File: src/rtl/ula_pkg.sv
// Shared ULA opcode map and arbiter state encoding.
package ula_pkg;
  localparam logic [3:0] ULA_DIV = 4'b0000;
  localparam logic [3:0] ULA_MUL = 4'b0001;
  localparam logic [3:0] ULA_SUB = 4'b0010;
  localparam logic [3:0] ULA_ADD = 4'b0011;
  localparam logic [3:0] ULA_OR  = 4'b0100;
  localparam logic [3:0] ULA_AND = 4'b0101;
  localparam logic [3:0] ULA_BNE = 4'b0110;
  localparam logic [3:0] ULA_BGT = 4'b0111;
  localparam logic [3:0] ULA_BLT = 4'b1000;
  localparam logic [3:0] ULA_NOP = 4'b1111;

  typedef enum logic [1:0] {
    IDLE = 2'd0,
    EXEC = 2'd1,
    RESP = 2'd2
  } arb_state_t;
endpackage

File: src/rtl/rr_arb2.sv
// Two-way round-robin picker: a lone valid wins, a tie goes to the pointer.
module rr_arb2 (
  input  logic [1:0] i_valid,
  input  logic       i_ptr,
  output logic       o_grant,
  output logic       o_grant_any
);
  always_comb begin
    o_grant_any = |i_valid;
    o_grant     = (i_valid == 2'b11) ? i_ptr : i_valid[1];
  end
endmodule

File: src/rtl/ula_arbiter.sv
// Shares one combinational ULA between two requesters, one operation in flight.
// Handshakes: a transfer happens on a rising edge where valid and ready are both 1;
// valid must be held until then, ready never waits on anything but the FSM state.
module ula_arbiter
  import ula_pkg::*;
#(
  parameter int WIDTH = 32,
  parameter int OPW   = 4
) (
  input  logic             clk,
  input  logic             rst,
  input  logic [1:0]       req_valid,
  output logic [1:0]       req_ready,
  input  logic [OPW-1:0]   req_op0,
  input  logic [OPW-1:0]   req_op1,
  input  logic [WIDTH-1:0] req_a0,
  input  logic [WIDTH-1:0] req_a1,
  input  logic [WIDTH-1:0] req_b0,
  input  logic [WIDTH-1:0] req_b1,
  output logic [1:0]       rsp_valid,
  input  logic [1:0]       rsp_ready,
  output logic [WIDTH-1:0] rsp_result,
  output logic             rsp_zero,
  output logic             rsp_err,
  output logic [OPW-1:0]   alu_ctrl,
  output logic [WIDTH-1:0] alu_a,
  output logic [WIDTH-1:0] alu_b,
  input  logic [WIDTH-1:0] alu_result,
  input  logic             alu_zero,
  output logic [1:0]       dbg_state
);
  arb_state_t       r_state;
  logic             r_rr_ptr;
  logic             r_owner;
  logic             r_div0;
  logic [OPW-1:0]   r_alu_ctrl;
  logic [WIDTH-1:0] r_alu_a;
  logic [WIDTH-1:0] r_alu_b;
  logic [1:0]       r_rsp_valid;
  logic [WIDTH-1:0] r_rsp_result;
  logic             r_rsp_zero;
  logic             r_rsp_err;

  logic             w_grant;
  logic             w_grant_any;
  logic             w_accept;
  logic             w_rsp_done;
  logic             w_div0;
  logic [OPW-1:0]   w_op;
  logic [WIDTH-1:0] w_a;
  logic [WIDTH-1:0] w_b;

  rr_arb2 u_rr (
    .i_valid     (req_valid),
    .i_ptr       (r_rr_ptr),
    .o_grant     (w_grant),
    .o_grant_any (w_grant_any)
  );

  always_comb begin
    w_op       = w_grant ? req_op1 : req_op0;
    w_a        = w_grant ? req_a1  : req_a0;
    w_b        = w_grant ? req_b1  : req_b0;
    w_div0     = (w_op == OPW'(ULA_DIV)) && (w_b == '0);
    w_accept   = (r_state == IDLE) && w_grant_any && !rst;
    req_ready  = w_accept ? (2'b01 << w_grant) : 2'b00;
    w_rsp_done = (r_state == RESP) && rsp_ready[r_owner];
  end

  always_ff @(posedge clk) begin
    if (rst) begin
      r_state      <= IDLE;
      r_rr_ptr     <= 1'b0;
      r_owner      <= 1'b0;
      r_div0       <= 1'b0;
      r_alu_ctrl   <= OPW'(ULA_NOP);
      r_alu_a      <= '0;
      r_alu_b      <= '0;
      r_rsp_valid  <= 2'b00;
      r_rsp_result <= '0;
      r_rsp_zero   <= 1'b0;
      r_rsp_err    <= 1'b0;
    end else begin
      case (r_state)
        IDLE: begin
          if (w_accept) begin
            r_owner    <= w_grant;
            r_div0     <= w_div0;
            // A zero divisor never reaches the ULA; it idles on NOP instead.
            r_alu_ctrl <= w_div0 ? OPW'(ULA_NOP) : w_op;
            r_alu_a    <= w_a;
            r_alu_b    <= w_b;
            r_state    <= EXEC;
          end
        end
        EXEC: begin
          r_rsp_result <= r_div0 ? '0 : alu_result;
          r_rsp_zero   <= r_div0 ? 1'b1 : alu_zero;
          r_rsp_err    <= r_div0;
          r_rsp_valid  <= r_owner ? 2'b10 : 2'b01;
          r_state      <= RESP;
        end
        RESP: begin
          if (w_rsp_done) begin
            r_rsp_valid <= 2'b00;
            r_rr_ptr    <= ~r_owner;
            r_state     <= IDLE;
          end
        end
        default: r_state <= IDLE;
      endcase
    end
  end

  always_comb begin
    rsp_valid  = r_rsp_valid;
    rsp_result = r_rsp_result;
    rsp_zero   = r_rsp_zero;
    rsp_err    = r_rsp_err;
    alu_ctrl   = r_alu_ctrl;
    alu_a      = r_alu_a;
    alu_b      = r_alu_b;
    dbg_state  = r_state;
  end
endmodule

File: config.mk
export PLATFORM = sky130hd
export DESIGN_NAME = ula_arbiter
export DESIGN_NICKNAME = d
export VERILOG_FILES = /design/src/rtl/ula_pkg.sv /design/src/rtl/rr_arb2.sv /design/src/rtl/ula_arbiter.sv
export SDC_FILE = /design/constraint.sdc
export NUM_CORES = 1
export LEC_CHECK = 0
export CAP_MARGIN = 10
export CORE_MARGIN = 4
export CORE_UTILIZATION = 30
export CTS_CLUSTER_DIAMETER = 50
export CTS_CLUSTER_SIZE = 24
export DETAILED_ROUTE_END_ITERATION = 16
export HOLD_SLACK_MARGIN = 0.02
export PLACE_DENSITY = 0.64
export SLEW_MARGIN = 20
export SYNTH_ARGS = -nofsm -noshare
export SYNTH_HDL_FRONTEND = slang
export SYNTH_SLANG_ARGS = --single-unit
File: constraint.sdc
create_clock -name clk -period 1.75 [get_ports clk]
set_input_delay 0.35 -clock clk [delete_from_list [all_inputs] [get_ports clk]]
set_output_delay 0.35 -clock clk [all_outputs]
set_load 0.01 [all_outputs]
Word level (Yosys, flattened, before mapping)
Cells that the tools add are included.
{ "totals": {"ram_bits": 0, "word_cells": 48, "register_bits": 109, "romBits": 0, "in_bits": 175, "latchBits": 0, "n_memories": 0} }
{ "classes": {"bitwise_logic": 1, "shift": 1, "muxes": 15, "order_cmp": 1, "eq_ne": 5, "add_sub_neg": 0, "n_reduce_logical": 14, "mul": 0, "n_div": 0} }
{ "ops": {"columns": ["op", "n"], "rows": [
  ["$mux W32", 3],
  ["$logic_not A32 Y1", 1],
  ["$mux W2", 4],
  ["$mux W4", 2],
  ["$reduce_and A2 Y1", 4],
  ["$pmux W2 S3", 1],
  ["$eq A2 B2 Y1 const B", 2],
  ["$logic_and A1 B1 Y1", 4],
  ["$logic_not A4 Y1", 1],
  ["$mux W1", 4],
  ["$ne A2 B2 Y1 const B", 2],
  ["$pmux W2 S2", 1],
  ["$eq A2 B1 Y1 const B", 1],
  ["$logic_not A2 Y1", 1],
  ["$lt A1 B2 Y1 const B", 1],
  ["$reduce_bool A2 Y1", 1],
  ["$reduce_or A2 Y1", 1],
  ["$shl A1 B1 Y2 const A", 1],
  ["$logic_not A1 Y1", 1],
  ["$not A1 Y1", 1]
]} }

Longest topological paths before layout
Gate-level depths: netlist of run 1.
{ "depth": {"word_depth": 6, "depth_mapped": 8} }

Cells and area by module
A second synthesis of run 1 with hierarchy kept.
{ "unflattened": {"hier_cells": 524, "hier_area_um2": 4773.3} }
{ "by_module_without_submodules": {"columns": ["module", "area_per_inst_um2", "cells_each", "n_inst", "seq_area_each_um2"], "rows": [
  ["ula_arbiter", 4755.8, 521, 1, 2182.1],
  ["rr_arb2", 17.5, 3, 1, 0.0]
]} }

Worst setup path after synthesis of run 1
Ideal clock, no wire load.
{ "synth_timing": {"kind": "input-to-reg", "startpoint": "in rst", "endpoint": "reg r_div0", "path_slack_ns": 0.220, "path_buffers": 1, "cell_stages": 5, "t_arrival_ns": 1.456, "setup_time_ns": 0.074, "path_cell_list": "buf_2 nor3_4 nand3_2 or4_4 a31oi_2"} }
{ "synth_between": {"elab_chain_len": 3} }
{ "synth_rtl": {"columns": ["item", "line", "text"], "rows": [
  ["start, declared", "ula_arbiter.sv:11", "input logic rst,"],
  ["$logic_not A1 Y1", "ula_arbiter.sv:65", "w_accept = (r_state == IDLE) && w_grant_any && !rst;"],
  ["$logic_and A1 B1 Y1", "ula_arbiter.sv:65", null],
  ["$reduce_and A2 Y1 (no line)", null, null],
  ["end signal, assigned", "ula_arbiter.sv:88", "r_div0 <= w_div0;"],
  ["end, declared", "ula_arbiter.sv:35", "logic r_div0;"]
]} }
Several ways; a longest one is shown, not always the timed one.
A chain may end at the register's enable or synchronous reset.

Worst setup path after layout of run 1
{ "layout_timing": {"startpoint": "reg r_alu_b[10] (netlist: alu_b[10])", "endpoint": "out alu_b[10]"} }
{ "layout_rtl": {"columns": ["item", "line", "text"], "rows": [
  ["start, declared", "ula_arbiter.sv:38", "logic [WIDTH-1:0] r_alu_b;"],
  ["start signal, assigned", "ula_arbiter.sv:92", "r_alu_b <= w_b;"],
  ["end, declared", "ula_arbiter.sv:27", "output logic [WIDTH-1:0] alu_b,"]
]} }
No word-level cell between the ends.

==> qor.yml, run 1 <==
p_int_w: 0.004771
p_sw_frac: 0.2826
place_hpwl_mm: 14.83
clock_latency_ps: 350
layout_worst_path_cycle_share: 0.9693
die_h_um: 134.5
cts_buffers: 9
hold_buffers: 0
hold_violations: 0
async_flop_share: 0
layout_setup_ws_ps: 53.68
grt_pass1_vias: 5515
synth_top_family_by_area: "simple AND/OR/NAND/NOR gates"
first_pass_iters: 4
status: "finished, final reports clean"
slew_viol_final: 0
max_freq_mhz: 589.5
critPathMaxFanout: 2
ir_drop_uv: 482.9
synthXorXnorAreaFrac: 0
synth-adder-area-share: 0
crit_family: "buffers and inverters"
tightest_slew_ps: 570.1
yosysMostFrequentCell: "dfxtp_1"
ys_ff_latch: 109
synth_cell_type_count: 34
fin_hold_ws_ps: 364.8
p_switching_w: 0.001879
synth-edff-count: 0
cts_tree: "yes"
synthTopCellsByCount: "dfxtp_1, nand2_1, nor2_1, nand3_1, a311oi_1"
coreArea_sq_um: 15430
gr-total-overflow: 0
rsz0062_at_grt: "no"
root_buffer: "clkbuf_16"
die_area_sq_um: 18090
synthSimpleGateAreaFrac: 0.3050
cts_buffer_depth: 2
area_growth_pct: 74.87
max_stage_delay_ps: 660
end_kind: "output pin"
ys.flop_type: "dfxtp_1"
combPwrFrac: 0.286
synth_top_area_share: 0.4546
synthMuxAreaShare: 0.01043
start_kind: "flip-flop"
detail-route-antenna-nets: 0
p_per_area_nw_per_um2: 792.3
syn_inst: 597
cpMaxStageDelayCell: "clkdlybuf4s50_1"
remaining_drc_errors: 0
tns_ps: 0
setup_viol: 0
synth.yosys.seq_area_share: 0.4546
yosys_warnings: 0
hold_class: "in2reg"
grt_antenna_before_repair: 2
pre_cts_slack_ps: -541.4
vias_per_cell: 5.079
cp_num_buf_inv: 1
synth_compound_area_frac: 0.1747
start_util: 0.3111
avgSynthCellArea_sq_um: 8.040
period_needed_ps: 1696
drv_cap: 0
skew_ps: 11.82
grt_usage: 0.2035
finalWeightedCongestion: 0.8476
clock-sinks: 109
synth_nets: 772
wl_per_cell_um: 17.62
path_clk_slew_ps: 70
layout-drive-gt1-share: 0.09502
drt_iter0_drc: 299
p_leak_nw: 3.104
cp.required_ps: 1400
netlist_area_sq_um: 4800
arrival_ps: 1350
synth.area.top_cells: "dfxtp_1, a311oi_1, nand2_1, nand3_1, nor2_1"
utilization: 0.5440
io_buffers: 282
worstPathCellList: "clkdlybuf4s50_1"
num_vias: 5572
die_x_um: 134.5
crit_type: "reg2out"
synth_top_area_cell: "dfxtp_1"
grt_max_degree: 54
power_frac_seq: 0.426
slew_headroom: 0.6200
drt-total-wl_mm: 19.33
grt_pass1_wl_mm: 29.42
cts.htree.levels: 3
clkPwrFrac: 0.288
rows: 45
fin_nets: 1056
pin_count: 283
==> final cells by class <==
cell class,count,area (sq um)
tap,211,264.0
fill,1417,7034
antenna,2,5.005
clock buffer,12,256.5
sequential,109,2183
multi-input combinational,425,2405
timing repair buffer,332,3253
clock inverter,2,10.01
inverter,4,16.27
==> flip-flops by register name (all words and copies together), names as in the netlist <==
register and cells:
alu_a 32, alu_b 32, alu_ctrl 4, dbg_state 2, r_div0 1, r_owner 1
r_rr_ptr 1, rsp_err 1, rsp_result 32, rsp_valid 2, rsp_zero 1
==> through the flow <==
| stage | cells | power (W) | instance area (sq um) |
|---|---|---|---|
| 6_report | 1097 | 0.006650 | 8393 |
| 5_1_grt | 1097 | 0.006985 | 8393 |
| 4_1_cts | 1095 | 0.006717 | 8357 |
| 3_5_place_dp | 1081 | 0.004795 | 8088 |
| 3_3_place_gp | 1081 | 0.004763 | 8088 |
| 2_1_floorplan | 597 | 0.003628 | 4800 |
==> what timing repair did <==
| item | in CTS | in global routing |
|---|---|---|
| setup buffers | 0 | 0 |
| gates resized for setup | 14 | 11 |
| pin swaps | 5 | 2 |
| setup endpoints to repair | 9 | 7 |
==> power by group through the flow <==
| stage | clock network, W | logic [W] | registers (W) |
|---|---|---|---|
| floorplan | 0 | 0.000659 | 0.00297 |
| global placement | 0 | 0.00189 | 0.00288 |
| detailed placement | 0 | 0.00191 | 0.00288 |
| CTS | 0.00197 | 0.00191 | 0.00283 |
| global route | 0.00207 | 0.00206 | 0.00286 |
| finish | 0.00192 | 0.00190 | 0.00283 |
==> layer usage <==
layer / vias up / wire length [um] / track usage
met5: - / 0 / 0
met4: 0 / 418 / 0.07014
met3: 22 / 1871 / 0.07414
met2: 234 / 9547 / 0.3522
met1: 2593 / 7490 / 0.2320
li1: 2723 / - / -
==> cells in the final DEF, fill, tap and decap left out, types with 2 or more instances in the layout <==
master	n
clkdlybuf4s50_1	267
dlymetal6s2s_1	3
diode_2	2
nor2_1	69
nor4_2	5
nand2_1	107
o2111ai_1	3
nand3b_1	32
mux2i_1	5
a21oi_1	37
nor3_1	2
nor2b_1	2
dfxtp_1	108
clkinv_2	3
a311oi_1	64
clkbuf_16	9
nand3_1	65
nor4_1	12
or4_1	2
clkbuf_8	2
clkbuf_2	2
buf_12	6
inv_1	3
buf_4	45
dlygate4sd2_1	8
nand4_1	2
==> logic make-up after synthesis <==
logic type,Yosys count
buffers and inverters,63
and+or+nand+nor,308
AOI/OAI and AO/OA,112
muxes,5
DFF,109
==> path summary, 6_finish.rpt <==
| kind | from | slack [ps] | cells after the start | endpoint |
|---|---|---|---|---|
| setup reg to reg | r_rr_ptr | 130 | 6 | alu_b[21] |
| setup / recovery | alu_b[10] | 50 | 1 | alu_b[10] |
| hold / removal | req_b1[1] | 360 | 3 | alu_b[1] |
| hold reg to reg | rsp_result[8] | 450 | 2 | rsp_result[8] |
No activity file was read; power rests on OpenSTA's default activity.
==> run 2: changes to the inputs <==
CORE_MARGIN = unset   (was 4)
==> run 2 against run 1 <==
  * Non-clock buffer count shrank 5
  * Wire length shrank 4.7%
  * First-iteration DRC count shrank 20%
  * Sequential power is essentially flat
  * Critical path depth grew 4
  * Critical endpoint is now r_div0
==> qor.yml, run 2 (synthesis results as in run 1) <==
status: "finished, final reports clean"  # unchanged
arrival_ps: 1960  # was 1350 ps
final_cell_mix: "clkdlybuf4s50_1, dfxtp_1, nand2_1"  # unchanged
num_vias: 5549  # was 5572
hold_buffers: 0  # unchanged
cts_buffer_depth: 2  # unchanged
crit_type: "in2reg"  # was reg2out
power_frac_seq: 0.424  # was 0.426
max_freq_mhz: 595.9  # was 589.5 MHz
detail-route-antenna-nets: 0  # unchanged
fin_nets: 1051  # was 1056
drv_cap: 0  # unchanged
wl_per_cell_um: 16.85  # was 17.62 um
reg2reg_slack_ps: 160  # was 130 ps
pin_count: 283  # unchanged
cts_setup_buffers: 0  # unchanged
die_h_um: 128.5  # was 134.5 um
cts.htree.levels: 3  # unchanged
p_switching_w: 0.001932  # was 0.001879 W
start_util: 0.3111  # unchanged
drt-total-wl_mm: 18.42  # was 19.33 mm
period_needed_ps: 1678  # was 1696 ps
root_buffer: "clkbuf_16"  # unchanged
cts_buffers: 9  # unchanged
hold_depth: 4  # was 3
p_int_w: 0.004720  # was 0.004771 W
combPwrFrac: 0.287  # was 0.286
start_kind: "primary input"  # was flip-flop
setup_viol: 0  # unchanged
cp.required_ps: 2030  # was 1400 ps
dp.cells: 1076  # was 1081
final_cells: 1093  # was 1097
tns_ps: 0  # unchanged
hold_path.startpoint: "req_valid[1]"  # was req_b1[1]
layout_worst_path_cycle_share: 0.9589  # was 0.9693
clock-sinks: 109  # unchanged
finalWeightedCongestion: 0.8726  # was 0.8476
critPathMaxFanout: 5  # was 2
path_clk_slew_ps: 70  # about the same
utilization: 0.5436  # was 0.5440
p_leak_nw: 3.073  # was 3.104 nW
end_kind: "flip-flop"  # was output pin
layout-drive-gt1-share: 0.08967  # was 0.09502
slew_headroom: 0.5880  # was 0.6200
grt_pass1_wl_mm: 27.90  # was 29.42 mm
first_pass_iters: 5  # was 4
slew_viol_final: 0  # unchanged
final_common_cell: "clkdlybuf4s50_1"  # unchanged
die_area_sq_um: 16510  # was 18090 sq um
vias_per_cell: 5.077  # was 5.079
skew_ps: 6.574  # was 11.82 ps
gr-total-overflow: 0  # unchanged
critical_path.reg2reg.endpoint: "r_div0"  # was alu_b[21]
remaining_drc_errors: 0  # unchanged
clock_latency_ps: 360  # was 350 ps
tightest_slew_ps: 618.0  # was 570.1 ps
r2r-start: "dbg_state[0]"  # was r_rr_ptr
area_growth_pct: 74.71  # was 74.87%
p_sw_frac: 0.2905  # was 0.2826
cts_tree: "yes"  # unchanged
grt_pass1_vias: 5416  # was 5515
rsz0062_at_grt: "no"  # unchanged
p_per_area_nw_per_um2: 793.2  # was 792.3 nW/um^2
hold_class: "in2reg"  # unchanged
fill_cells: 1437  # was 1417
fin_hold_ws_ps: 407.5  # was 364.8 ps
r2r_cells: 5  # was 6
grt_max_degree: 66  # was 54
die_x_um: 128.5  # was 134.5 um
ir_drop_uv: 499.3  # was 482.9 uV
hold_end: "r_owner"  # was alu_b[1]
p_total_w: 0.006652  # was 0.006650 W
coreArea_sq_um: 15430  # unchanged
rows: 45  # unchanged
grt_usage: 0.2175  # was 0.2035
hold_violations: 0  # unchanged
place_hpwl_mm: 13.87  # was 14.83 mm
drt_iter0_drc: 240  # was 299
grt_antenna_before_repair: 1  # was 2
clkPwrFrac: 0.289  # was 0.288
io_buffers: 282  # unchanged
==> run 2: area by class of cell <==
cell class / count / area [sq um] / share of cell area
multi-input cells: 425 / 2412 / 0.2877
flip-flops and latches: 109 / 2182 / 0.2602
inverters: 4 / 17.52 / 0.002089
clock inverters: 5 / 37.54 / 0.004476
repair buffers: 327 / 3237 / 0.3860
clock buffers: 11 / 232.7 / 0.02775
well taps: 211 / 264.0 / 0.03148
diodes: 1 / 2.502 / 0.0002984
==> run 2: worst max-delay path, cell delays in order <==
cell and delay, ps:
clkdlybuf4s50_1 440, nor4_2 330, nand2_1 130, or4_4 540, a31oi_2 170
==> run 2: repair_timing <==
item	in CTS	in global routing
endpoints found under the setup margin	9	9
resized for setup	18	9
pin swaps	5	2
==> run 2: metrics by stage <==
| step | worst slack [ps] | cell area [sq um] |
|---|---|---|
| 3_5_place_dp | -476.7 | 8077 |
| 2_1_floorplan | 219.6 | 4800 |
| 3_3_place_gp | -466.1 | 8077 |
| 5_1_grt | 8.750 | 8383 |
| 6_report | 71.98 | 8386 |
| 4_1_cts | 3.664 | 8354 |
==> run 2: worst max-delay path by stage <==
stage / from / endpoint / slack [ps]
after detailed placement: req_op1[3] / r_div0 / -480
after global routing: req_b1[16] / r_div0 / 9
after floorplan: rst / r_div0 / 220
final: req_b1[5] / r_div0 / 70
after global placement: req_b1[6] / r_div0 / -470
after CTS: req_b1[1] / r_div0 / 4
==> run 2: metal layers <==
layer  GRT usage  up-vias  share of wire
li1            -     2712              -
met1      0.2318     2578           0.38
met2      0.3882      226           0.49
met4     0.07612        2          0.026
met5           0        -        0.00071
met3     0.08649       31          0.097
==> run 2: power by group through the flow <==
stage	Clock (W)	Sequential (W)	Combinational, W
floorplan	0	0.00297	0.000659
global placement	0	0.00287	0.00189
detailed placement	0	0.00288	0.00191
CTS	0.00199	0.00282	0.00192
global route	0.00209	0.00285	0.00206
finish	0.00192	0.00282	0.00191
